<file path="src/rtl/fifo_wr_arbiter.sv">
// Round-robin burst arbiter for the CDC FIFO write port.
// Tags each written word with the owning requester's ID.
module fifo_wr_arbiter #(
  parameter  int NUM_REQ   = 4,
  parameter  int WIDTH     = 32,
  parameter  int MAX_BURST = 8,
  localparam int IDW       = $clog2(NUM_REQ)
) (
  input  logic                     wclk_i,
  input  logic                     rst_ni,
  input  logic [NUM_REQ-1:0]       req_valid_i,
  input  logic [NUM_REQ-1:0]       req_last_i,
  input  logic [NUM_REQ*WIDTH-1:0] req_data_i,
  output logic [NUM_REQ-1:0]       req_ready_o,
  output logic [NUM_REQ-1:0]       grant_o,
  output logic                     busy_o,
  output logic                     fifo_we_o,
  output logic [WIDTH+IDW-1:0]     fifo_wdata_o,
  input  logic                     fifo_full_i
);

  localparam int CW = $clog2(MAX_BURST + 1);

  typedef enum logic {
    IDLE,
    BURST
  } state_e;

  state_e             state_q;
  logic [NUM_REQ-1:0] grant_q;
  logic               busy_q;
  logic [IDW-1:0]     cur_id_q;
  logic [IDW-1:0]     last_id_q;
  logic [CW-1:0]      beat_cnt_q;

  logic               pick_vld;
  logic [IDW-1:0]     pick_id;
  logic [IDW-1:0]     idx_w;
  int                 idx;

  logic               in_burst;
  logic               own_vld;
  logic               own_last;
  logic [WIDTH-1:0]   own_data;
  logic               beat;
  logic               last_beat;
  logic [NUM_REQ-1:0] ready_d;

  // Walk offsets downward so the nearest one after last_id wins.
  always_comb begin
    pick_vld = 1'b0;
    pick_id  = '0;
    idx      = 0;
    idx_w    = '0;
    for (int i = NUM_REQ; i >= 1; i--) begin
      idx   = (int'(last_id_q) + i) % NUM_REQ;
      idx_w = IDW'(idx);
      if (req_valid_i[idx_w]) begin
        pick_vld = 1'b1;
        pick_id  = idx_w;
      end
    end
  end

  always_comb begin
    own_data = '0;
    for (int k = 0; k < NUM_REQ; k++) begin
      if (cur_id_q == IDW'(k)) begin
        own_data = req_data_i[k*WIDTH +: WIDTH];
      end
    end
  end

  assign in_burst  = (state_q == BURST);
  assign own_vld   = req_valid_i[cur_id_q];
  assign own_last  = req_last_i[cur_id_q];
  assign beat      = in_burst & own_vld
                   & ~fifo_full_i;
  assign last_beat = beat & (own_last |
    (beat_cnt_q == CW'(MAX_BURST - 1)));

  always_comb begin
    ready_d = '0;
    if (in_burst && !fifo_full_i) begin
      ready_d[cur_id_q] = 1'b1;
    end
  end

  assign req_ready_o  = ready_d;
  assign fifo_we_o    = beat;
  assign fifo_wdata_o = {cur_id_q, own_data};
  assign grant_o      = grant_q;
  assign busy_o       = busy_q;

  always_ff @(posedge wclk_i or negedge rst_ni) begin
    if (!rst_ni) begin
      state_q    <= IDLE;
      grant_q    <= '0;
      busy_q     <= 1'b0;
      cur_id_q   <= '0;
      last_id_q  <= IDW'(NUM_REQ - 1);
      beat_cnt_q <= '0;
    end else begin
      unique case (state_q)
        IDLE: begin
          if (pick_vld) begin
            grant_q    <= NUM_REQ'(1) << pick_id;
            busy_q     <= 1'b1;
            cur_id_q   <= pick_id;
            beat_cnt_q <= '0;
            state_q    <= BURST;
          end
        end
        BURST: begin
          if (last_beat) begin
            last_id_q  <= cur_id_q;
            grant_q    <= '0;
            busy_q     <= 1'b0;
            beat_cnt_q <= '0;
            state_q    <= IDLE;
          end else if (beat) begin
            beat_cnt_q <= beat_cnt_q + CW'(1);
          end
        end
        default: state_q <= IDLE;
      endcase
    end
  end

endmodule

</file>
<file path="config.mk">
export PLATFORM = sky130hd
export DESIGN_NAME = fifo_wr_arbiter
export DESIGN_NICKNAME = d
export VERILOG_FILES = /design/src/rtl/fifo_wr_arbiter.sv
export SDC_FILE = /design/constraint.sdc
export NUM_CORES = 1
export LEC_CHECK = 0
export CORE_MARGIN = 1
export CORE_UTILIZATION = 27
export DETAILED_ROUTE_END_ITERATION = 8
export HOLD_SLACK_MARGIN = 0.08
export PLACE_DENSITY = 0.81
export SLEW_MARGIN = 40
export SYNTH_ARGS = -nofsm -noshare
export SYNTH_HDL_FRONTEND = slang
export SYNTH_SLANG_ARGS = --single-unit
</file>
<file path="constraint.sdc">
create_clock -name wclk_i -period 2.1 [get_ports wclk_i]
set_clock_uncertainty 0.05 [all_clocks]
set_input_delay 0.21 -clock wclk_i [delete_from_list [all_inputs] [get_ports wclk_i]]
set_output_delay 0.21 -clock wclk_i [all_outputs]
set_load 0.005 [all_outputs]
</file>
==> run metrics, run 1 <==
antenna-violating nets left=0; Worst-Margin Slew=0.6267 ns; fin util=66.17%; Final setup viols=0; fill count=434; Sw Share=34.19%; RSZ-0062 raised after global routing=false; LEAKAGE=0.001470 uW; Syn Area/Cell=13.17 sq um; CP Launch Type=register; DRT Pass-1 Iters=6; Die Y=78.20 um; Arr. time, crit path=1.77 ns; sequential-to-total area share from yosys stat=22.51%; Rows=27; clock root buffer=clkbuf_8; CP cell instances=buf_8, mux4_2, clkdlybuf4s50_1; Setup TNS=0 ns; run status=complete, no violations; Max FO, Critical Path=6; switching power=1192 uW; CTS clk-pin slew, worst paths=0.06 ns; clock power share=7.5%; Starting Density=28.30%; Setup CP Type=register to primary output; hpwl dp=6.105 mm; initial antenna violation count=0; largest cells by area after synthesis=mux4_2 (47%), dfrtp_1 (19%), dfstp_2 (3.4%); worst setup path start=cur_id_q[0]$_DFFE_PN0P_; area of the multi-input gates=1154 sq um; grt ovf=0; DRT Wirelength=7.165 mm; final hold slack=0.3050 ns; Slew HR=58.09%; R2R Setup Slk=0.13 ns; Worst Setup End Kind=primary output; clock sink count=14; worst path required time=1.84 ns; DR WL/cell=18.32 um; Area Growth Syn to Fin=133.8%; pin count of the biggest net entering global routing=21; starting DRC count in detailed routing=54; max cap viols=0; asr flop ratio synth=100.0%; post-layout min period=2.032 ns; vias in the first global route=2016; post-place setup slack=0.01153 ns; final worst-path cycle share=96.76%; Pwr Density=951.2 nW/um^2; worst reg2reg path endpoint=grant_o[1]$_DFFE_PN0P_; worst vdd ir=813.3 uV; worst skew pair latency=0.24 ns; CTS tree=built; Max Slew Vio Count=0; Post-synth EDFFs=0; Post-Synthesis Cells=119; synth warn=0; Hold Vio Cnt, Final=0; post-synthesis cell area=1568 sq um; Seq pwr share=15.1%; Vias=1973; synth unique cells=38; total die area=6115 sq um; RR Startpoint=cur_id_q[0]$_DFFE_PN0P_; Buffers on Ports=182; Clock Tree Buf Depth=2; Final WS setup=0.06812 ns; GRT Total Usage=22.50%; Top FF cell, synth=dfrtp_1; Synth Register Bits=14; Antenna diodes=0; Core Region=5540 sq um; Critical Path End=fifo_wdata_o[25]; Gate power share=77.3%; gp weighted congestion=0.9064; Post-Syn Nets=259; final net count=460; layout cells sized above 1=22.57%; hold buffers post-CTS=0; first-pass GRT wire length=10.45 mm; Reg2Reg Depth=6; drt via density=5.046; f_max=0.4922 GHz; CP max-delay cell=mux4_2; Storage cell area=355.3 sq um; I/O pins=183; Max stage delay on crit path=0.48 ns; CTS buffer count=3; worst hold path type=input pin to asynchronous set/reset pin; H-tree levels=1; Yosys top cell area share=47.41%; DR DRC count=0; Pint=2295 uW; Yosys top cell by area=mux4_2; Die X=78.20 um
## through the flow
step / cells / instance area, sq um / power, uW
after floorplan: 119 / 1568 / 1857
after global placement: 376 / 3537 / 3235
after detailed placement: 376 / 3537 / 3275
after CTS: 382 / 3583 / 3392
after global routing: 391 / 3666 / 3726
final: 391 / 3666 / 3487
## power groups by stage
stage | Sequential [uW] | Clock, uW | Combinational, uW
after floorplan | 490 | 0 | 1370
after CTS | 523 | 269 | 2600
after global routing | 544 | 287 | 2900
after global placement | 526 | 0 | 2710
final | 527 | 263 | 2700
after detailed placement | 527 | 0 | 2750
## critical path: cells and delay by family (launching register included)
family   cells  cell delay (ns)
flops        1             0.45
mux          1             0.48
buf+inv      2             0.59
## cells in the final DEF (no fill, tap or decap), types with 3 or more instances in the layout
cell	instances
dlygate4sd2_1	28
nor2_1	11
dlymetal6s2s_1	4
dfrtp_1	10
a21o_1	3
inv_1	3
clkbuf_8	4
a21oi_1	3
buf_4	20
clkdlybuf4s50_1	150
mux4_2	33
nand2_1	4
nand3_1	4
o21ai_0	4
## logic make-up (layout without fill, tap and decap cells)
| kind of cell | after synthesis | count (layout) | synth area share [%] |
|---|---|---|---|
| muxes | 36 | 36 | 49.64 |
| and+or+nand+nor | 32 | 32 | 10.85 |
| adders and majority gates | 1 | 1 | 0.7980 |
| AOI/OAI and AO/OA | 23 | 23 | 12.29 |
| DFF | 14 | 14 | 22.51 |
| buffers and inverters | 13 | 213 | 3.911 |
## sequential cells by signal (all words and copies together) (netlist names)
signal,count
beat_cnt_q,4
last_id_q,2
cur_id_q,2
busy_o,1
grant_o,4
in_burst,1
## worst min path at each step
stage / endpoint / slack, ns / cells after the start
global placement: busy_o$_DFFE_PN0P_ / 0.43 / 1
global route: grant_o[2]$_DFFE_PN0P_ / 0.36 / 1
finish: grant_o[1]$_DFFE_PN0P_ / 0.31 / 1
CTS: grant_o[2]$_DFFE_PN0P_ / 0.33 / 1
detailed placement: busy_o$_DFFE_PN0P_ / 0.43 / 1
floorplan: beat_cnt_q[0]$_DFFE_PN0P_ / -0.14 / 0
## metal layers
layer / wire length [um] / part of all wire [%] / GRT usage, %
met2: 3909 / 55 / 42.28
met1: 2594 / 36 / 25.85
met5: 0 / 0 / 0
met4: 141 / 2.0 / 6.111
met3: 520 / 7.3 / 4.186
## cells in the mapped netlist, types with 2 or more instances
cell type and number:
nand3b_1 2, buf_1 2, o21ai_0 4, nor2_1 11, dfstp_2 2, o32ai_1 2, nand2b_1 2, a21oi_1 3
mux2i_1 2, clkbuf_1 2, a32o_1 2, dfrtp_1 12, buf_2 4, mux4_2 33, inv_1 3, nand2_1 4
o311ai_0 2, a21o_1 3, nand3_1 4, nor2b_1 2
## final cells by class
class,instances,share of cell area [%]
inverters,4,0.4096
clock buffers,4,1.502
well taps,72,2.457
flip-flops and latches,14,9.693
multi-input cells,92,31.47
repair buffers,205,54.47
## timing repair
item / in CTS / in global routing
resized for setup: 31 / 6
setup endpoints to repair: 33 / 6
setup buffers: 2 / 9
pin swaps: 2 / 0
No activity file was read; power rests on OpenSTA's default activity.
==> inputs of run 2 (changes only) <==
PLACE_DENSITY = unset   (was 0.81)
PLACE_DENSITY_LB_ADDON = 0.05   (was unset)
==> run 2 against run 1 <==
Against the previous run:
- power shrank 1.7%
- worst hold slack lost 0.011 ns
- critical path depth is the same
- setup slack lost 0.035 ns
- cell area shrank 0.27%
- largest cell class unchanged
- largest power group unchanged
==> run metrics, run 2 (synthesized netlist as in run 1, its figures left out) <==
first-pass GRT wire length=10.76 mm; Antenna diodes=0; gp weighted congestion=0.8536; max cap viols=0; Final setup viols=0; I/O pins=183; drt via density=4.966; fill count=452; worst vdd ir=684.1 uV; CP Launch Type=register; CTS tree=built; CP max-delay cell=mux4_2; H-tree levels=1; starting DRC count in detailed routing=57; final net count=457; GRT Total Usage=23.31%; Max FO, Critical Path=9; Die X=78.20 um; most frequent cells in the layout=clkdlybuf4s50_1 (148), mux4_2 (33), dlygate4sd2_1 (26); worst setup path start=cur_id_q[0]$_DFFE_PN0P_; Rows=27; worst path required time=1.84 ns; LEAKAGE=0.001493 uW; uppermost routed layer=met4; vias in the first global route=1920; Max Slew Vio Count=0; Pwr Density=937.3 nW/um^2; run status=complete, no violations; Placed Area=3557 sq um; Clock Tree Buf Depth=2; fin util=65.99%; Worst Setup End Kind=primary output; Hold Vio Cnt, Final=0; initial antenna violation count=0; Core Region=5540 sq um; clock root buffer=clkbuf_8; met3 routed WL=388 um; worst skew pair latency=0.24 ns; Buffers on Ports=182; Storage cell area=355.3 sq um; most common cell after layout, fill and taps aside=clkdlybuf4s50_1; Worst-Margin Slew=0.6013 ns; Setup CP Type=register to primary output; final worst-path cycle share=98.42%; f_max=0.4838 GHz; RR Startpoint=cur_id_q[0]$_DFFE_PN0P_; DR WL/cell=18.46 um; Area Growth Syn to Fin=133.2%; DRT Wirelength=7.162 mm; Die Y=78.20 um; clock sink count=14; antenna-violating nets left=0; CTS buffer count=3; CP cell instances=buf_12, mux4_2, clkdlybuf4s50_1; Pwr Total=3427 uW; post-layout min period=2.067 ns; Starting Density=28.30%; Finished Cell Area=3656 sq um; Vias=1927; Arr. time, crit path=1.81 ns; pin count of the biggest net entering global routing=19; M1 WL=3.136 mm; DR WL met2=3.503 mm; total die area=6115 sq um; grt ovf=0; Max stage delay on crit path=0.49 ns; Slew HR=59.79%; hpwl dp=6.110 mm; CTS clk-pin slew, worst paths=0.06 ns; layout cells sized above 1=21.52%; area of the multi-input gates=1154 sq um; DRT Pass-1 Iters=6; worst hold path type=input pin to asynchronous set/reset pin; Setup TNS=0 ns; DR DRC count=0
run 2: cell count changes in the layout (fill, tap and decap cells not counted):
cell / change
clkbuf_1: +1
dlygate4sd2_1: -2
clkdlybuf4s50_1: -2
buf_8: -2
clkbuf_8: -1
buf_4: -3
buf_12: +2
dlymetal6s2s_1: +4
run 2: cell type report:
type	count	share of cell area, %
Inverter	4	0.4107
Timing Repair Buffer	202	54.62
Tap cell	72	2.464
Multi-Input combinational cell	92	31.55
Sequential cell	14	9.719
Clock buffer	4	1.232
run 2: path summary, 6_finish.rpt:
path	to	cells after the start	slack [ns]
worst max-delay path	fifo_wdata_o[11]	3	0.03
worst min-delay path	grant_o[1]$_DFFE_PN0P_	1	0.29
worst max register to register	grant_o[1]$_DFFE_PN0P_	6	0.15
worst min register to register	busy_o$_DFFE_PN0P_	1	0.43
max in group asynchronous	cur_id_q[1]$_DFFE_PN0P_	1	1.27
min in group wclk_i	busy_o$_DFFE_PN0P_	1	0.43
run 2: worst max-delay path, delay by kind of cell (launching register included):
kind	cells	cell delay, ns
muxes	1	0.49
DFF	1	0.46
buffers and inverters	2	0.61
run 2: layer usage:
metal	up-vias	global-route usage, %
met1	932	31.71
met3	11	2.442
met4	0	7.222
li1	901	-
met5	-	0
met2	83	38.95
run 2: stage by stage:
step	hold WS [ns]	cells	setup slack, ns
detailed placement	0.4194	377	0.02457
global placement	0.4204	377	0.02662
finish	0.2942	388	0.03317
floorplan	-0.1356	119	0.2669
CTS	0.3096	381	-0.03394
global route	0.3486	388	-0.01388
run 2: repair_timing:
item | 4_1_cts | 5_1_grt
pin swaps | 1 | 0
cloned | 0 | 0
endpoints found under the setup margin | 34 | 9
gates resized for setup | 29 | 9
hold buffers | 0 | 0
setup buffers | 0 | 7
run 2: report_power, final:
group,internal [uW],switching (uW),leakage (uW)
Clock,134,90.5,0.0000228
Combinational,1730,932,0.00130
Sequential,402,137,0.000168
==> inputs of run 3 (changes only) <==
CTS_CLUSTER_SIZE = 30   (was unset)
==> results of run 3 <==
Final layout, timing and power as in run 2 (identical DEF).
